[src/rtl/fetch_ctrl_pkg.sv]
`default_nettype none
// ============================================================================
// Module      : fetch_ctrl_pkg
// Description : Shared definitions for the fetch-stage sequencer: FSM state
//               encoding, counter width and default boot/flush lengths.
// Revision    : 1.0 - initial release
// ============================================================================
package fetch_ctrl_pkg;

  typedef enum logic [1:0] {
    ST_BOOT  = 2'd0,
    ST_RUN   = 2'd1,
    ST_FLUSH = 2'd2
  } state_t;

  // Wide enough for the 1..15 range of both cycle parameters.
  localparam int CNT_W = 4;

  localparam int BOOT_CYCLES_DEFAULT  = 3;
  localparam int FLUSH_CYCLES_DEFAULT = 2;

endpackage : fetch_ctrl_pkg
`default_nettype wire

[src/rtl/fetch_ctrl_mispred.sv]
`default_nettype none
// ============================================================================
// Module      : fetch_ctrl_mispred
// Description : Combinational branch mispredict detection and redirect
//               address selection. Also used by the BTB update path.
// Ports       : branch_valid   in  1   resolved branch/jump in EX
//               branch_taken   in  1   actual direction
//               pred_taken     in  1   predicted direction
//               pred_target    in  32  predicted target
//               branch_target  in  32  computed target
//               pc_plus4       in  32  fall-through address
//               mispred        out 1   prediction was wrong
//               redirect_addr  out 32  correct next PC
// Revision    : 1.0 - initial release
// ============================================================================
module fetch_ctrl_mispred
  import fetch_ctrl_pkg::*;
(
  input  logic        branch_valid,
  input  logic        branch_taken,
  input  logic        pred_taken,
  input  logic [31:0] pred_target,
  input  logic [31:0] branch_target,
  input  logic [31:0] pc_plus4,
  output logic        mispred,
  output logic [31:0] redirect_addr
);

  logic dir_wrong;
  logic tgt_wrong;

  assign dir_wrong = (branch_taken != pred_taken);
  // A target mismatch only matters when the branch actually went that way.
  assign tgt_wrong = branch_taken && (branch_target != pred_target);

  assign mispred       = branch_valid && (dir_wrong || tgt_wrong);
  assign redirect_addr = branch_taken ? branch_target : pc_plus4;

endmodule : fetch_ctrl_mispred
`default_nettype wire

[src/rtl/fetch_ctrl.sv]
`default_nettype none
// ============================================================================
// Module      : fetch_ctrl
// Description : Fetch-stage sequencer. Holds fetch after reset for a boot
//               window, redirects the PC on mispredicts and stretches the
//               flush across the pipeline bubbles. Stalls on M-unit busy and
//               load-use hazards.
// Ports       : clk, rst (async, active-high)
//               load_use_hazard, mdu_busy          stall requests
//               ex_branch_valid/taken, ex_pred_taken,
//               ex_pred_target, ex_branch_target,
//               ex_pc_plus4                        EX branch resolution
//               pc_en, flush, jump_en, pc_jump_addr fetch controls
//               perf_redirect_cnt, perf_stall_cnt  (FETCH_CTRL_PERF_EN only)
// Macros      : FETCH_CTRL_PERF_EN - adds saturating performance counters
// Revision    : 1.0 - initial release
// ============================================================================
module fetch_ctrl
  import fetch_ctrl_pkg::*;
#(
  parameter int BOOT_CYCLES  = BOOT_CYCLES_DEFAULT,
  parameter int FLUSH_CYCLES = FLUSH_CYCLES_DEFAULT
) (
  input  logic        clk,
  input  logic        rst,
  input  logic        load_use_hazard,
  input  logic        mdu_busy,
  input  logic        ex_branch_valid,
  input  logic        ex_branch_taken,
  input  logic        ex_pred_taken,
  input  logic [31:0] ex_pred_target,
  input  logic [31:0] ex_branch_target,
  input  logic [31:0] ex_pc_plus4,
  output logic        pc_en,
  output logic        flush,
  output logic        jump_en,
  output logic [31:0] pc_jump_addr
`ifdef FETCH_CTRL_PERF_EN
  ,
  output logic [31:0] perf_redirect_cnt,
  output logic [31:0] perf_stall_cnt
`endif
);

  localparam logic [CNT_W-1:0] BOOT_LOAD  = CNT_W'(BOOT_CYCLES - 1);
  // The redirect cycle itself is the first flush cycle, so FLUSH covers
  // FLUSH_CYCLES-1 cycles and the counter is loaded one lower still.
  localparam logic [CNT_W-1:0] FLUSH_LOAD =
      CNT_W'((FLUSH_CYCLES > 1) ? (FLUSH_CYCLES - 2) : 0);
  localparam bit               FLUSH_MULTI = (FLUSH_CYCLES > 1);

  state_t           state;
  logic [CNT_W-1:0] cnt;
  logic [31:0]      last_addr;

  logic             mispred;
  logic [31:0]      redirect_addr;

  fetch_ctrl_mispred u_mispred (
    .branch_valid  (ex_branch_valid),
    .branch_taken  (ex_branch_taken),
    .pred_taken    (ex_pred_taken),
    .pred_target   (ex_pred_target),
    .branch_target (ex_branch_target),
    .pc_plus4      (ex_pc_plus4),
    .mispred       (mispred),
    .redirect_addr (redirect_addr)
  );

  // Outputs react in the same cycle as the EX resolution, so they are
  // decoded from the current state and inputs rather than registered.
  always_comb begin
    pc_en   = 1'b0;
    flush   = 1'b0;
    jump_en = 1'b0;
    case (state)
      ST_BOOT: begin
        flush = 1'b1;
      end
      ST_RUN: begin
        if (mispred) begin
          pc_en   = 1'b1;
          flush   = 1'b1;
          jump_en = 1'b1;
        end else if (!(mdu_busy || load_use_hazard)) begin
          pc_en = 1'b1;
        end
      end
      ST_FLUSH: begin
        pc_en = 1'b1;
        flush = 1'b1;
      end
      default: begin
        flush = 1'b1;
      end
    endcase
  end

  // Between redirects the address output shows the last redirect target.
  assign pc_jump_addr = jump_en ? redirect_addr : last_addr;

  always_ff @(posedge clk or posedge rst) begin
    if (rst) begin
      state     <= ST_BOOT;
      cnt       <= BOOT_LOAD;
      last_addr <= 32'd0;
    end else begin
      case (state)
        ST_BOOT: begin
          if (cnt == '0) begin
            state <= ST_RUN;
          end else begin
            cnt <= cnt - CNT_W'(1);
          end
        end
        ST_RUN: begin
          if (mispred) begin
            last_addr <= redirect_addr;
            if (FLUSH_MULTI) begin
              cnt   <= FLUSH_LOAD;
              state <= ST_FLUSH;
            end
          end
        end
        ST_FLUSH: begin
          if (cnt == '0) begin
            state <= ST_RUN;
          end else begin
            cnt <= cnt - CNT_W'(1);
          end
        end
        default: begin
          state <= ST_BOOT;
          cnt   <= BOOT_LOAD;
        end
      endcase
    end
  end

`ifdef FETCH_CTRL_PERF_EN
  logic stall_evt;
  assign stall_evt = (state == ST_RUN) && !pc_en;

  always_ff @(posedge clk or posedge rst) begin
    if (rst) begin
      perf_redirect_cnt <= 32'd0;
      perf_stall_cnt    <= 32'd0;
    end else begin
      if (jump_en && (perf_redirect_cnt != 32'hFFFF_FFFF)) begin
        perf_redirect_cnt <= perf_redirect_cnt + 32'd1;
      end
      if (stall_evt && (perf_stall_cnt != 32'hFFFF_FFFF)) begin
        perf_stall_cnt <= perf_stall_cnt + 32'd1;
      end
    end
  end
`endif

endmodule : fetch_ctrl
`default_nettype wire

[config.mk]
export PLATFORM = sky130hd
export DESIGN_NAME = fetch_ctrl
export DESIGN_NICKNAME = d
export VERILOG_FILES = /design/src/rtl/fetch_ctrl_pkg.sv /design/src/rtl/fetch_ctrl_mispred.sv /design/src/rtl/fetch_ctrl.sv
export SDC_FILE = /design/constraint.sdc
export NUM_CORES = 1
export LEC_CHECK = 0
export CELL_PAD_IN_SITES_DETAIL_PLACEMENT = 1
export CELL_PAD_IN_SITES_GLOBAL_PLACEMENT = 2
export CORE_UTILIZATION = 25
export CTS_BUF_LIST = sky130_fd_sc_hd__clkbuf_4
export CTS_CLUSTER_SIZE = 28
export DETAILED_ROUTE_END_ITERATION = 8
export GPL_TIMING_DRIVEN = 0
export HOLD_SLACK_MARGIN = 0.15
export MAX_ROUTING_LAYER = met4
export PLACE_DENSITY_LB_ADDON = 0.1
export SYNTH_ARGS = -nofsm -noshare
export SYNTH_HDL_FRONTEND = slang
export SYNTH_SLANG_ARGS = --single-unit
[constraint.sdc]
create_clock -name clk -period 4.8 [get_ports clk]
set_input_delay 0.48 -clock clk [delete_from_list [all_inputs] [get_ports clk]]
set_output_delay 0.48 -clock clk [all_outputs]
set_load 0.005 [all_outputs]
==> impl_metrics.yaml <==
timing:
  slew_violations: 0
  setup_violations: 0
  setup_slack_ns: 0.694
  skew_ns: 0.0173
  rsz0062_at_grt: "no"
  worstMarginPinSlew_ns: 0.739
  tns_ns: 0
  layout_min_cycle_time_ns: 4.11
  finalHoldViolations: 0
  max-slew-margin-rel_pct: 50.5
  timing.fmax_mhz: 244
  min_period_over_period_pct: 85.5
place:
  post-dp-hpwl_um: 6440
  place_ws_ns: 0.651
  numPortBuffers: 136
  gp_congestion: 0.732
  place_area_mm2: 0.00402
clocking:
  cts_root_buf: "clkbuf_4"
  cts_resized: 0
  cts_setup_buffers: 0
  cts_tree: "done"
  cts.clk_slew.worst_paths_ns: 0.12
  h-tree-depth: 2
  cts_sinks: 38
  clk_latency_ns: 0.35
  cts_buffers: 5
  clockBufferDepth: 2
  hold_buffers: 0
grt:
  grt_usage_pct: 16.8
  grt_pass1_wl_um: 12500
  antenna_found_initial: 0
  grt_max_degree: 37
  grt-ovfl-total: 0
  first_global_vias: 2431
yosys:
  avgSynthCellArea_um2: 11.9
  yosysTopAreaCell: "dfrtp_1"
  synth_edf_count: 0
  synth-async-reset-ratio_pct: 100
  synth_top_cells_by_area: "dfrtp_1 37%, mux2_2 28%, xor2_1 11%"
  synthFlopType: "dfrtp_1"
  ys_seq_area_share_pct: 38.4
  syn_inst: 208
  netlist_area_mm2: 0.00248
  ys_ff_latch: 38
  ys_types: 33
  syn-num-nets: 318
  ys_warn_count: 0
  synth_top_area_share_pct: 37.4
worst_setup_path:
  crit_type: "input port to output pin"
  cp.required_ns: 4.32
  worst_setup_path_end_kind: "output pin"
  critical_path.max_fanout: 10
  critPathLaunchType: "input port"
  arrival_ns: 3.63
layout:
  fin_util_pct: 43.6
  stdcell_area_mm2: 0.00410
  multi_input_area_mm2: 0.00143
  layout.nets: 462
  nFillCells: 1042
  seq_area_um2: 952
  drive_gt1_share_pct: 23.8
  num_antenna_cells: 0
  syn_to_final_growth_pct: 65.6
floorplanning:
  start_util_pct: 26.3
  dieArea_mm2: 0.0103
  design.core.area_mm2: 0.00942
  num_io_pins: 138
  rows: 35
  die_height_um: 102
  fp.dieW_um: 102
route:
  drt_iter0_markers: 48
  dr.pass1.iters: 4
  num_vias: 2161
  drc: 0
  ant_nets: 0
  wirelength_um: 8000
  via_per_inst: 4.48
  wl_per_cell_um: 16.6
pwr:
  power_frac_seq_pct: 31.2
  vdd_drop_max_mv: 0.178
  pwr-share-clk_pct: 13.6
  combinationalPowerShare_pct: 55.2
  p_sw_share_pct: 31.0
  p_sw_uw: 534
  p_int_uw: 1190
  cellLeakagePower_uw: 0.00163
  p_per_area_mw_per_mm2: 420
min_path:
  hold_path_class: "input port to asynchronous set/reset pin"
job:
  maxCapViolCount: 0
outcome:
  outcome: "finished clean"
[power groups by stage]
stage / logic, µW / clock network, µW / registers, µW
finish: 951 / 234 / 537
global route: 1050 / 260 / 558
CTS: 970 / 246 / 540
detailed placement: 961 / 0 / 547
global placement: 955 / 0 / 540
floorplan: 457 / 0 / 525
[cell usage in the layout, fill, tap and decap left out, types with 2 or more instances in the layout]
master,n
clkdlybuf4s50_1,136
dfrtp_1,37
o21ai_0,6
o31ai_1,4
nor3_1,3
inv_1,8
ha_1,7
buf_6,3
clkbuf_1,4
mux2_2,62
xor2_1,31
nor4_1,8
mux2_4,3
nor2_1,6
clkbuf_4,7
o21a_1,3
nand4_1,3
nand2_1,2
[sequential cells by signal, summed over array words and instances (netlist names)]
signal     flops
state          2
last_addr     32
cnt            4
[stage by stage]
stage                     hold slack, ns  total power [µW]  std cells
after global placement             0.479              1500        473
after CTS                          0.281              1760        482
after floorplan                    0.477               981        208
final                              0.298              1720        482
after detailed placement           0.485              1510        474
after global routing               0.272              1860        482
[worst max-delay path, cell delays in order]
cell and delay [ns]:
clkdlybuf4s50_1 0.47, xor2_1 0.19, nor4_1 0.57, nand4_1 0.36, nor3_4 0.39, nor3_2 0.19
buf_6 0.21, mux2_2 0.25, clkdlybuf4s50_1 0.52
[Yosys cell counts, drive strengths merged, types with 4 or more instances]
library cell and n:
clkbuf 5, dfrtp 37, ha 7, inv 9, mux2 65, nor2 6
nor3 5, nor4 8, o21ai 6, o31ai 4, xor2 31
[logic make-up (layout without fill, tap and decap cells)]
| kind of cell | after synthesis | count (layout) | synth area share (%) |
|---|---|---|---|
| muxes | 66 | 66 | 30.4 |
| DFF | 38 | 38 | 38.4 |
| xor gates and xnor gates | 32 | 32 | 11.3 |
| and+or+nand+nor | 28 | 28 | 6.72 |
| AOI/OAI and AO/OA | 20 | 20 | 5.71 |
| buffers and inverters | 17 | 162 | 3.89 |
| adders and majority gates | 7 | 7 | 3.54 |
[metal layers]
| metal | GRT usage [%] | routed length (µm) |
|---|---|---|
| met3 | 4.62 | 496 |
| met4 | 4.12 | 51 |
| met2 | 29.4 | 4100 |
| met5 | - | 0 |
| met1 | 18.9 | 3360 |
[path summary, 6_finish.rpt]
path / from / end / slack [ns] / depth (start not counted)
worst max-delay path: ex_branch_target[11] / pc_jump_addr[26] / 0.69 / 9
worst min-delay path: rst / last_addr[7] / 0.30 / 2
worst max register to register: state[1] / last_addr[18] / 2.39 / 6
worst min register to register: last_addr[11] / last_addr[11] / 0.51 / 1
max in group asynchronous: rst / cnt[1] / 4.03 / 3
min in group clk: last_addr[11] / last_addr[11] / 0.51 / 1
[layout make-up]
class                           count  share of cell area, %
Timing Repair Buffer              137                   33.7
Inverter                            9                  0.823
Clock inverter                      1                  0.732
Multi-Input combinational cell    153                   34.8
Tap cell                          129                   3.93
Sequential cell                    38                   23.2
Clock buffer                        7                   1.28
Buffer                              8                   1.52
(Power assumes the default switching activity.)
